**config.mk**
```make
export PLATFORM = sky130hd
export DESIGN_NAME = key_conditioner
export DESIGN_NICKNAME = d
export VERILOG_FILES = /design/src/rtl/key_cond_pkg.sv /design/src/rtl/key_debounce_channel.sv /design/src/rtl/key_conditioner.sv
export SDC_FILE = /design/constraint.sdc
export NUM_CORES = 1
export LEC_CHECK = 0
export CAP_MARGIN = 25
export CORE_MARGIN = 5
export CORE_UTILIZATION = 50
export CTS_CLUSTER_DIAMETER = 120
export CTS_CLUSTER_SIZE = 28
export DETAILED_ROUTE_END_ITERATION = 10
export GPL_ROUTABILITY_DRIVEN = 0
export MAX_ROUTING_LAYER = met4
export PLACE_DENSITY_LB_ADDON = 0.12
export SETUP_SLACK_MARGIN = 0.02
export SLEW_MARGIN = 20
export SYNTH_ARGS = -nofsm -noshare
export SYNTH_HDL_FRONTEND = slang
export SYNTH_HIERARCHICAL = 1
export SYNTH_SLANG_ARGS = --single-unit
export TNS_END_PERCENT = 5
```
**constraint.sdc**
```tcl
create_clock -name clk_clk -period 5.1 [get_ports clk_clk]
set_input_delay 1.275 -clock clk_clk [delete_from_list [all_inputs] [get_ports clk_clk]]
set_output_delay 1.275 -clock clk_clk [all_outputs]
set_load 0.01 [all_outputs]
```
**src/rtl/key_cond_pkg.sv**
```systemverilog
// key_cond_pkg: shared types and elaboration-time helpers for the key conditioner.
// Contents: per-channel debounce state enum, counter-width helper, parameter legality check.
// No ports; imported by key_debounce_channel and key_conditioner.
package key_cond_pkg;

  typedef enum logic [1:0] {
    RELEASED     = 2'd0,
    PRESS_WAIT   = 2'd1,
    PRESSED      = 2'd2,
    RELEASE_WAIT = 2'd3
  } key_state_e;

  // Bits needed to hold 0..max_val; never less than one bit so a
  // disabled feature still yields a legal vector width.
  function automatic int cnt_width(input int max_val);
    int w;
    w = $clog2(max_val + 1);
    return (w < 1) ? 1 : w;
  endfunction

  function automatic int max2(input int a, input int b);
    return (a > b) ? a : b;
  endfunction

  // Debounce needs at least two stable samples; the repeat period must be
  // non-zero so periodic mode always terminates its count.
  function automatic bit params_legal(input int debounce_cycles,
                                      input int repeat_delay,
                                      input int repeat_period);
    return (debounce_cycles >= 2) && (repeat_delay >= 0) && (repeat_period >= 1);
  endfunction

endpackage

```
**src/rtl/key_debounce_channel.sv**
```systemverilog
// key_debounce_channel: one push-button channel - 2-flop synchroniser, stability-counter
// debounce FSM and optional hold-to-repeat generator. All outputs registered.
// Ports: clk_i/rst_i (async active-high), raw_i (raw pin), level_o, press_o, release_o, repeat_o.
module key_debounce_channel
  import key_cond_pkg::*;
#(
  parameter int DEBOUNCE_CYCLES = 500000,
  parameter int REPEAT_DELAY    = 0,
  parameter int REPEAT_PERIOD   = 5000000,
  parameter bit ACTIVE_LOW      = 1'b1
) (
  input  logic clk_i,
  input  logic rst_i,
  input  logic raw_i,
  output logic level_o,
  output logic press_o,
  output logic release_o,
  output logic repeat_o
);

  localparam int CW = cnt_width(DEBOUNCE_CYCLES);
  localparam int RW = cnt_width(max2(REPEAT_DELAY, REPEAT_PERIOD));

  localparam logic [CW-1:0] DB_LAST = CW'(DEBOUNCE_CYCLES - 1);
  localparam logic [CW-1:0] CNT_ONE = CW'(1);
  localparam logic [RW-1:0] RD_LAST = RW'((REPEAT_DELAY > 0) ? REPEAT_DELAY - 1 : 0);
  localparam logic [RW-1:0] RP_LAST = RW'((REPEAT_PERIOD > 0) ? REPEAT_PERIOD - 1 : 0);
  localparam bit            REPEAT_EN = (REPEAT_DELAY > 0);

  logic [1:0]    sync_q;
  key_state_e    state_q;
  logic [CW-1:0] cnt_q;
  logic [RW-1:0] rcnt_q;
  logic          periodic_q;
  logic          level_q;
  logic          press_q;
  logic          release_q;
  logic          repeat_q;
  logic          s;
  logic [RW-1:0] rcnt_last;

  // Normalised synchronised input: 1 = pressed.
  assign s = sync_q[1] ^ ACTIVE_LOW;

  // First repeat waits REPEAT_DELAY, later ones REPEAT_PERIOD.
  assign rcnt_last = periodic_q ? RP_LAST : RD_LAST;

  always_ff @(posedge clk_i or posedge rst_i) begin
    if (rst_i) begin
      // Synchroniser holds the raw "released" level so a key held through
      // reset is seen as a fresh press once reset drops.
      sync_q     <= {2{ACTIVE_LOW}};
      state_q    <= RELEASED;
      cnt_q      <= '0;
      rcnt_q     <= '0;
      periodic_q <= 1'b0;
      level_q    <= 1'b0;
      press_q    <= 1'b0;
      release_q  <= 1'b0;
      repeat_q   <= 1'b0;
    end else begin
      sync_q    <= {sync_q[0], raw_i};
      press_q   <= 1'b0;
      release_q <= 1'b0;
      repeat_q  <= 1'b0;

      case (state_q)
        RELEASED: begin
          if (s) begin
            state_q <= PRESS_WAIT;
            cnt_q   <= CNT_ONE;
          end
        end

        PRESS_WAIT: begin
          if (!s) begin
            state_q <= RELEASED;
            cnt_q   <= '0;
          end else if (cnt_q == DB_LAST) begin
            state_q <= PRESSED;
            level_q <= 1'b1;
            press_q <= 1'b1;
            cnt_q   <= '0;
          end else begin
            cnt_q <= cnt_q + CNT_ONE;
          end
        end

        PRESSED: begin
          if (!s) begin
            state_q    <= RELEASE_WAIT;
            cnt_q      <= CNT_ONE;
            rcnt_q     <= '0;
            periodic_q <= 1'b0;
          end else if (REPEAT_EN) begin
            if (rcnt_q == rcnt_last) begin
              repeat_q   <= 1'b1;
              periodic_q <= 1'b1;
              rcnt_q     <= '0;
            end else begin
              rcnt_q <= rcnt_q + RW'(1);
            end
          end
        end

        RELEASE_WAIT: begin
          // A bounce back to pressed restarts the repeat cadence from the
          // initial delay (rcnt/periodic were cleared on leaving PRESSED).
          if (s) begin
            state_q <= PRESSED;
            cnt_q   <= '0;
          end else if (cnt_q == DB_LAST) begin
            state_q   <= RELEASED;
            level_q   <= 1'b0;
            release_q <= 1'b1;
            cnt_q     <= '0;
          end else begin
            cnt_q <= cnt_q + CNT_ONE;
          end
        end

        default: begin
          state_q <= RELEASED;
          cnt_q   <= '0;
        end
      endcase
    end
  end

  assign level_o   = level_q;
  assign press_o   = press_q;
  assign release_o = release_q;
  assign repeat_o  = repeat_q;

endmodule

```
**src/rtl/key_conditioner.sv**
```systemverilog
// key_conditioner: NUM_KEYS independent debounced push-button channels feeding PIO inputs.
// Ports: clk_clk, reset_reset (async active-high), key_raw[NUM_KEYS] raw pins;
//        key_level / key_press / key_release / key_repeat[NUM_KEYS], all registered.
module key_conditioner
  import key_cond_pkg::*;
#(
  parameter int NUM_KEYS        = 3,
  parameter int ACTIVE_LOW_IN   = 1,
  parameter int DEBOUNCE_CYCLES = 500000,
  parameter int REPEAT_DELAY    = 0,
  parameter int REPEAT_PERIOD   = 5000000
) (
  input  logic                clk_clk,
  input  logic                reset_reset,
  input  logic [NUM_KEYS-1:0] key_raw,
  output logic [NUM_KEYS-1:0] key_level,
  output logic [NUM_KEYS-1:0] key_press,
  output logic [NUM_KEYS-1:0] key_release,
  output logic [NUM_KEYS-1:0] key_repeat
);

  if (!params_legal(DEBOUNCE_CYCLES, REPEAT_DELAY, REPEAT_PERIOD)) begin : g_param_check
    $fatal(1, "key_conditioner: DEBOUNCE_CYCLES must be >= 2 and REPEAT_PERIOD >= 1");
  end

  for (genvar i = 0; i < NUM_KEYS; i++) begin : g_ch
    key_debounce_channel #(
      .DEBOUNCE_CYCLES (DEBOUNCE_CYCLES),
      .REPEAT_DELAY    (REPEAT_DELAY),
      .REPEAT_PERIOD   (REPEAT_PERIOD),
      .ACTIVE_LOW      (ACTIVE_LOW_IN != 0)
    ) u_ch (
      .clk_i     (clk_clk),
      .rst_i     (reset_reset),
      .raw_i     (key_raw[i]),
      .level_o   (key_level[i]),
      .press_o   (key_press[i]),
      .release_o (key_release[i]),
      .repeat_o  (key_repeat[i])
    );
  end

endmodule

```
# Yosys cells after proc, flatten, opt, wreduce, memory -nomap -nowiden

Cells that the tools add are included.

Register bits after elaboration: 78
Input port bits: 5
Logic and storage cells: 141

Add/subtract/negate cells: 3
Equality and inequality tests: 36
Multiplexer cells: 69
Reduce and logical (&&, ||, !) cells: 15

Operator list:

| operator                                                              | count |
|---|---|
| 19-bit 2-to-1 mux                                                     | 15 |
| 19-bit case mux with 4 select lines                                   | 3 |
| 19-bit by 1-bit adder with 19-bit output, second input constant       | 3 |
| 19-bit equality test, second input constant                           | 3 |
| 2-bit 2-to-1 mux                                                      | 18 |
| 1-bit 2-to-1 mux                                                      | 27 |
| 2-bit by 1-bit != test with 1-bit output, second input constant       | 12 |
| 2-bit case mux with 4 select lines                                    | 3 |
| 5-bit AND reduction                                                   | 3 |
| 2-bit equality test, second input constant                            | 6 |
| 2-bit != test, second input constant                                  | 6 |
| 4-bit AND reduction                                                   | 3 |
| 3-bit by 1-bit != test with 1-bit output, second input constant       | 3 |
| 3-bit != test, second input constant                                  | 3 |
| 2-bit by 1-bit equality test with 1-bit output, second input constant | 3 |
| 2-bit logical NOT                                                     | 3 |
| 1-bit case mux with 2 select lines                                    | 3 |
| 2-bit AND reduction                                                   | 3 |
| 2-bit nonzero test                                                    | 3 |

# Logic depth before layout (Yosys ltp)

Gate-level depths: netlist of run 1.

Word-level depth: 4
Depth in mapped cells: 7
Mapped depth without buffers: 6

# Hierarchy

The synthesis of run 1 kept the hierarchy.

By module, submodules not included:

| module                               | instances | cells an instance | area an instance (um^2) |
|---|---|---|---|
| key_debounce_channel at g_ch[1].u_ch | 1         | 150               | 1438.9 |
| key_debounce_channel at g_ch[0].u_ch | 1         | 153               | 1428.9 |
| key_debounce_channel at g_ch[2].u_ch | 1         | 146               | 1398.8 |

# Worst setup path after synthesis of run 1

OpenSTA, ideal clock, no wires.

Path kind: register to register
From: register g_ch[2].u_ch.cnt_q[0]
To: register g_ch[2].u_ch.cnt_q[16]
Arrival time: 1806 ps
Setup slack: 3211 ps
Stages on the path, launching flop included: 8
Period minus slack after synthesis: 1889 ps
Cells stage by stage: dfrtp_1 > ha_1 > nand4_1 > or2_1 > clkbuf_1 > or3_1 > or3_1 > o21ai_0

Longest elaborated chain between the ends: 4
Elaborated cells on any way between the ends: 6

RTL lines:

| element                                                                                 | line                                                    | RTL |
|---|---|---|
| start, declared                                                                         | key_debounce_channel.sv:32                              | `logic [CW-1:0] cnt_q;` |
| start signal, assigned                                                                  | key_debounce_channel.sv:85                              | `cnt_q <= cnt_q + CNT_ONE;` |
| start signal, assigned                                                                  | key_debounce_channel.sv:118                             | `cnt_q <= cnt_q + CNT_ONE;` |
| 19-bit by 1-bit adder with 19-bit output / 19-bit equality test (equally long branches) | --                                                      |  |
| 19-bit 2-to-1 mux *                                                                     | key_debounce_channel.sv:79, key_debounce_channel.sv:112 |  |
| 19-bit 2-to-1 mux (on tied branches)                                                    | key_debounce_channel.sv:109, key_debounce_channel.sv:76 |  |
| 19-bit case mux with 4 select lines *                                                   | key_debounce_channel.sv:67                              | `case (state_q)` |

Mark *: on every way between the ends. The rest lies on a longest branch, timed or not.
A chain may end at the register's enable or synchronous reset.

# Worst setup path in the final report of run 1

From: register g_ch[2].u_ch.level_q
To: output port key_level[2]

RTL lines:

| element                | line                        | RTL |
|---|---|---|
| start, declared        | key_debounce_channel.sv:35  | `logic level_q;` |
| start signal, assigned | key_debounce_channel.sv:57  | `level_q <= 1'b0;` |
| start signal, assigned | key_debounce_channel.sv:81  | `level_q <= 1'b1;` |
| start signal, assigned | key_debounce_channel.sv:114 | `level_q <= 1'b0;` |
| end, declared          | key_conditioner.sv:16       | `output logic [NUM_KEYS-1:0] key_level,` |

No word-level cell between the ends.

==> metrics.md, run 1 <==
| Metric | Value |
|---|---|
| Maximum number of pins on one net before global-route repair | `27` |
| Vias | `between 3000 and 4000` |
| Outcome | `completed` |
| Die height | `slightly above 100 microns` |
| Bufs on Longest Clock Path | `2` |
| Clk sink count | `78` |
| FF+latch count, synth | `78` |
| Pwr Density | `350 nW/um^2` |
| Post-Synthesis Cells | `approximately 450` |
| Startpoint Class | `flip-flop` |
| Synth unique cells | `59` |
| Int Pwr | `1.04 mW` |
| DP Cell Count | `546` |
| Port Buf Inserts | `13` |
| Mean area per synthesized cell | `9.50 sq um` |
| Slew of the pin with the lowest slew margin | `0.944 ns` |
| DR iter-0 viols | `134` |
| Final core occ | `56.2%` |
| Setup TNS | `0 ns` |
| H-tree Lvls | `3` |
| Pins Over Slew Limit | `0` |
| Clock Power Share | `29.9%` |
| Global-route wire length before repair | `about 15000 microns` |
| TritonCTS buffer count | `9` |
| Syn_nets | `457` |
| Clock skew | `0.00761 ns` |
| Share of power burned in registers | `44.3%` |
| WL/cell | `15.3 microns` |
| Comb power frac | `25.8%` |
| CP delay by family, top | `buffers and inverters` |
| GR Util All Layers | `18.7%` |
| Yosys top cell area share | `42.2%` |
| Critical Path Start | `g_ch[2].u_ch/level_o$_DFFE_PP0P_` |
| Postcts setup bufs | `0` |
| CTS Hold Buffers Added | `0` |
| Die X-Extent | `between 100 and 150 microns` |
| Sw Share | `between 30% and 40%` |
| CP max stage cell | `clkdlybuf4s50_1` |
| Total Routed Length | `8650 microns` |
| CP required | `approximately 3.8 ns` |
| Dpl hpwl | `5850 microns` |
| Fin crit period | `between 2 and 3 ns` |
| Die area | `10500 sq um` |
| Mapped cell area | `4270 sq um` |
| DRC viols | `0` |
| Antenna violations before repair | `0` |
| IO Count | `17` |
| Initial core utilization | `51.7%` |
| RSZ-0062 raised after global routing | `false` |
| Net Sw Power | `0.579 mW` |
| CP Buf/Inv Count | `1` |
| Final setup violation count | `0` |
| Via density | `5.95` |
| Leak pwr | `2.00 nW` |
| Fillers | `741` |
| Final Hold Viols | `0` |
| Area contributors post-synth | `dfrtp_1 42%, a21o_1 3.9%, dfstp_2 3.7%` |
| Async SR Flop Fraction | `100%` |
| Post-DP Area | `4380 sq um` |
| Detailed-router iteration count before antenna repair | `4` |
| Syn-to-layout area delta | `8.80%` |
| Worst setup EP type | `primary output` |
| Antenna Nets Post-Route | `0` |
| Post-route cell area | `4640 sq um` |
| CP Cell Sequence | `clkdlybuf4s50_1` |
| Nets | `462` |
| Crit path kind | `flip-flop to primary output` |
| Hold path start | `g_ch[2].u_ch/sync_q[0]$_DFF_PP1_` |
| Maximum clock frequency | `394 MHz` |
| Post-cts sizing count | `0` |
| Vias in the first global route | `3124` |
| Fraction of layout cells with a size suffix above 1 | `12.9%` |
| Seq/Total Area, Yosys | `45.9%` |
| ANT cells | `0` |
| Yosys warnings | `6` |
| Worst Hold Class | `flip-flop to flip-flop` |
| Clk slew on worst S/H paths | `approximately 0.09 ns` |
| Largest stage delay on the critical path | `roughly 0.54 ns` |
| Grt ovf | `0` |
| R2R Path Start | `g_ch[1].u_ch/cnt_q[0]$_DFFE_PP0P_` |
| Number of synthesized flops with an enable pin | `0` |
| Row cnt | `33` |
| Crit-path max FO | `3` |
| Ys flop type | `dfrtp_1` |
| Peak supply drop | `between 0.00015 and 0.0002 V` |
| Non-Filler Instances | `564` |
| Crit share post-route | `49.8%` |
| CTS tree | `done` |
| Number of max-cap violations | `0` |
| WP data arrival | `1.27 ns` |
| Max-slew headroom | `between 30% and 40%` |
| Core region area | `~8300 sq um` |
| Worst-Skew Late Latency | `about 0.35 ns` |
| Yosys top cell by area | `dfrtp_1` |
| Root buffer cell | `clkbuf_8` |
flip-flops by register name (all words and copies together) (netlist names), named ones only:
name / cells
g_ch.u_ch/press_o: 3
g_ch.u_ch/cnt_q: 57
g_ch.u_ch/sync_q: 6
g_ch.u_ch/state_q: 3
g_ch.u_ch/level_o: 3
g_ch.u_ch/release_o: 3
metrics by stage:
step / setup WS, ns / hold WS, ns / power, mW
floorplan: 3.21 / 0.345 / 1.08
global placement: 2.50 / 0.346 / 1.13
detailed placement: 2.46 / 0.349 / 1.14
CTS: 2.53 / 0.363 / 1.63
global route: 2.48 / 0.364 / 1.73
finish: 2.56 / 0.360 / 1.62
power by group through the flow:
stage / clock network (mW) / logic (mW) / registers, mW
global placement: 0 / 0.401 / 0.728
finish: 0.486 / 0.419 / 0.719
CTS: 0.504 / 0.412 / 0.718
floorplan: 0 / 0.375 / 0.706
global route: 0.530 / 0.470 / 0.729
detailed placement: 0 / 0.410 / 0.730
per-layer routing:
layer | up-vias | global-route usage [%] | part of all wire (%)
met5 | - | - | 0
met4 | 0 | 4.74 | 0.96
met3 | 11 | 5.26 | 4.3
met2 | 65 | 27.8 | 45
met1 | 1612 | 25.3 | 49
li1 | 1666 | - | -
layout by cell type (no fill, tap or decap), drive strengths merged, types with 7 or more instances in the layout:
cell,count
and3,8
o21ai,37
nand3,28
nand2,41
and2,10
clkbuf,9
nor2,25
nor4,16
a22o,7
inv,19
or3,10
a21o,24
nor3,12
nand4,18
a31oi,8
dfrtp,72
a21oi,27
clkdlybuf4s50,13
area by class of cell:
cell class              count  area (sq um)  area share, %
inverters                  17          63.8           1.37
flip-flops and latches     78          1960           42.2
repair buffers             15           185           3.99
multi-input cells         333          2100           45.2
clock buffers               9           124           2.67
well taps                 105           131           2.83
clock inverters             7          80.1           1.73
logic make-up after synthesis:
| family | after synthesis | synth area share, % |
|---|---|---|
| other | 3 | 0.264 |
| AOI/OAI and AO/OA | 120 | 18.5 |
| buffers and inverters | 38 | 4.90 |
| xor gates and xnor gates | 3 | 0.968 |
| and+or+nand+nor | 198 | 27.1 |
| DFF | 78 | 45.9 |
| adders and majority gates | 3 | 0.880 |
| muxes | 6 | 1.41 |
cell usage after synthesis, drive strengths merged (2+ instances only):
library cell / instances
a21o: 24
a21oi: 27
a22o: 7
a31oi: 8
and2: 10
and3: 8
and4: 6
buf: 14
clkbuf: 7
conb: 3
dfrtp: 72
dfstp: 6
ha: 3
inv: 17
mux2i: 6
nand2: 41
nand2b: 3
nand3: 28
nand4: 18
nor2: 25
nor3: 12
nor3b: 3
nor4: 16
nor4b: 3
nor4bb: 2
o211ai: 3
o21a: 4
o21ai: 37
o31ai: 5
or2: 6
or3: 10
or4: 5
xnor2: 3
path summary, 6_finish.rpt:
path / slack (ns) / endpoint / depth (start not counted)
max: 2.56 / key_level[2] / 1
min in group asynchronous: 1.27 / g_ch[0].u_ch/cnt_q[3]$_DFFE_PP0P_ / 2
min reg2reg: 0.36 / g_ch[2].u_ch/sync_q[1]$_DFF_PP1_ / 0
max in group asynchronous: 3.34 / g_ch[2].u_ch/sync_q[1]$_DFF_PP1_ / 3
min: 0.36 / g_ch[2].u_ch/sync_q[1]$_DFF_PP1_ / 0
max reg2reg: 2.90 / g_ch[1].u_ch/cnt_q[18]$_DFFE_PP0P_ / 6
(Power assumes the default switching activity.)
==> run 2, diff against run 1 <==
==> constraint.sdc (replaced) <==
create_clock -name clk_clk -period 2.4 [get_ports clk_clk]
set_input_delay 0.6 -clock clk_clk [delete_from_list [all_inputs] [get_ports clk_clk]]
set_output_delay 0.6 -clock clk_clk [all_outputs]
set_load 0.01 [all_outputs]
==> metrics.md, run 2 (same netlist as run 1, synthesis figures left out) <==
| Metric | Value |
|---|---|
| Pre-CTS WS | `around 0.35 ns` |
| Number of max-cap violations | `0` |
| Fraction of layout cells with a size suffix above 1 | `about 14%` |
| Global-route wire length before repair | `15400 microns` |
| CP Buf/Inv Count | `1` |
| Largest Register | `g_ch.u_ch/cnt_q` |
| Maximum clock frequency | `488 MHz` |
| CP max stage cell | `dfrtp_1` |
| Clock skew | `0.00655 ns` |
| Via density | `5.94` |
| DR iter-0 viols | `roughly 180` |
| Most frequent cells in the layout | `72 x dfrtp_1, 38 x nand2_1, 27 x nand3_1, 25 x nor2_1, 24 x a21oi_1` |
| Port Buf Inserts | `13` |
| Pwr Density | `745 nW/um^2` |
| DRC viols | `0` |
| ANT cells | `0` |
| Bufs on Longest Clock Path | `2` |
| Register-to-register setup slack | `0.35 ns` |
| Leak pwr | `2.04 nW` |
| Die X-Extent | `102 microns` |
| Slew of the pin with the lowest slew margin | `0.686 ns` |
| CTS tree | `done` |
| Final Hold Viols | `0` |
| Dpl hpwl | `6040 microns` |
| H-tree Lvls | `3` |
| Pins Over Slew Limit | `0` |
| Vias in the first global route | `around 3200` |
| Crit-path max FO | `12` |
| Die area | `10500 sq um` |
| PnR worst setup slack | `0.352 ns` |
| Root buffer cell | `clkbuf_8` |
| Total Routed Length | `a little under 9000 microns` |
| TritonCTS buffer count | `9` |
| Crit path kind | `flip-flop to flip-flop` |
| Syn-to-layout area delta | `9.35%` |
| CP required | `2.69 ns` |
| Post-cts sizing count | `0` |
| Peak supply drop | `0.000326 V` |
| Clk sink count | `78` |
| Postcts setup bufs | `0` |
| Final core occ | `56.5%` |
| GR Util All Layers | `a little under a fifth` |
| WP data arrival | `2.34 ns` |
| Initial core utilization | `51.7%` |
| RSZ-0062 raised after global routing | `false` |
| CTS Hold Buffers Added | `0` |
| Antenna violations before repair | `0` |
| Core region area | `8260 sq um` |
| Commonest non-fill, non-tap cell in the layout | `dfrtp_1` |
| Top flop regs | `g_ch.u_ch/cnt_q (57), g_ch.u_ch/sync_q (6)` |
| Setup TNS | `0 ns` |
| CP Cell Sequence | `ha_1, and4_4, and2_4, a21o_1, buf_4, or3_1, o21ai_1` |
| Row cnt | `33` |
| Worst setup EP type | `flip-flop` |
| Max reg flops | `57` |
| IO Count | `17` |
| Nets | `around 470` |
| Worst Hold Class | `flip-flop to flip-flop` |
| Final setup violation count | `0` |
| Non-Filler Instances | `573` |
| Die height | `102 microns` |
| DP Cell Count | `557` |
| Worst-Skew Late Latency | `0.36 ns` |
| Vias | `3404` |
| Largest stage delay on the critical path | `between 0.4 and 0.5 ns` |
| Max-slew headroom | `54.1%` |
| Crit share post-route | `85.3%` |
| Startpoint Class | `flip-flop` |
| Outcome | `completed` |
| Maximum number of pins on one net before global-route repair | `27` |
| Clk slew on worst S/H paths | `~0.10 ns` |
| Detailed-router iteration count before antenna repair | `4` |
| Final Power | `between 3 and 4 mW` |
| Grt ovf | `0` |
| Antenna Nets Post-Route | `0` |
| WL/cell | `15.2 microns` |
| CP delay by family, top | `simple AND/OR/NAND/NOR gates` |
| Fin crit period | `between 2 and 2.5 ns` |
-- run 2: path summary, 6_finish.rpt --
kind	from	endpoint	cells past startpoint
min in group asynchronous	reset_reset	g_ch[0].u_ch/release_o$_DFF_PP0_	2
worst min-delay path	g_ch[0].u_ch/sync_q[0]$_DFF_PP1_	g_ch[0].u_ch/sync_q[1]$_DFF_PP1_	0
worst max-delay path	g_ch[1].u_ch/cnt_q[0]$_DFFE_PP0P_	g_ch[1].u_ch/cnt_q[15]$_DFFE_PP0P_	7
max in group asynchronous	reset_reset	g_ch[0].u_ch/cnt_q[18]$_DFFE_PP0P_	3
worst max register to register	g_ch[1].u_ch/cnt_q[0]$_DFFE_PP0P_	g_ch[1].u_ch/cnt_q[15]$_DFFE_PP0P_	7
worst min register to register	g_ch[0].u_ch/sync_q[0]$_DFF_PP1_	g_ch[0].u_ch/sync_q[1]$_DFF_PP1_	0
-- run 2: area by class of cell --
| cell class | count | area [sq um] |
|---|---|---|
| well taps | 105 | 131 |
| multi-input cells | 333 | 2100 |
| fillers | 741 | 3590 |
| clock buffers | 9 | 124 |
| inverters | 17 | 63.8 |
| repair buffers | 24 | 213 |
| clock inverters | 7 | 76.3 |
| flip-flops and latches | 78 | 1960 |
-- run 2: where the power goes --
part	switching [mW]	internal [mW]
logic	0.572	0.385
clock network	0.575	0.415
registers	0.131	1.40
-- run 2: metal layers --
metal / global-route usage (%) / routed length (microns) / vias to the layer above
met5: - / 0 / -
met4: 6.76 / 91 / 0
met3: 4.23 / 399 / 9
met2: 27.6 / 3930 / 83
met1: 26.0 / 4290 / 1630
li1: - / - / 1682
-- run 2: per-stage QoR --
stage          hold WS (ns)  instance area, sq um
2_1_floorplan         0.345                  4270
3_3_place_gp          0.347                  4470
3_5_place_dp          0.348                  4470
4_1_cts               0.364                  4670
5_1_grt               0.366                  4670
6_report              0.362                  4670
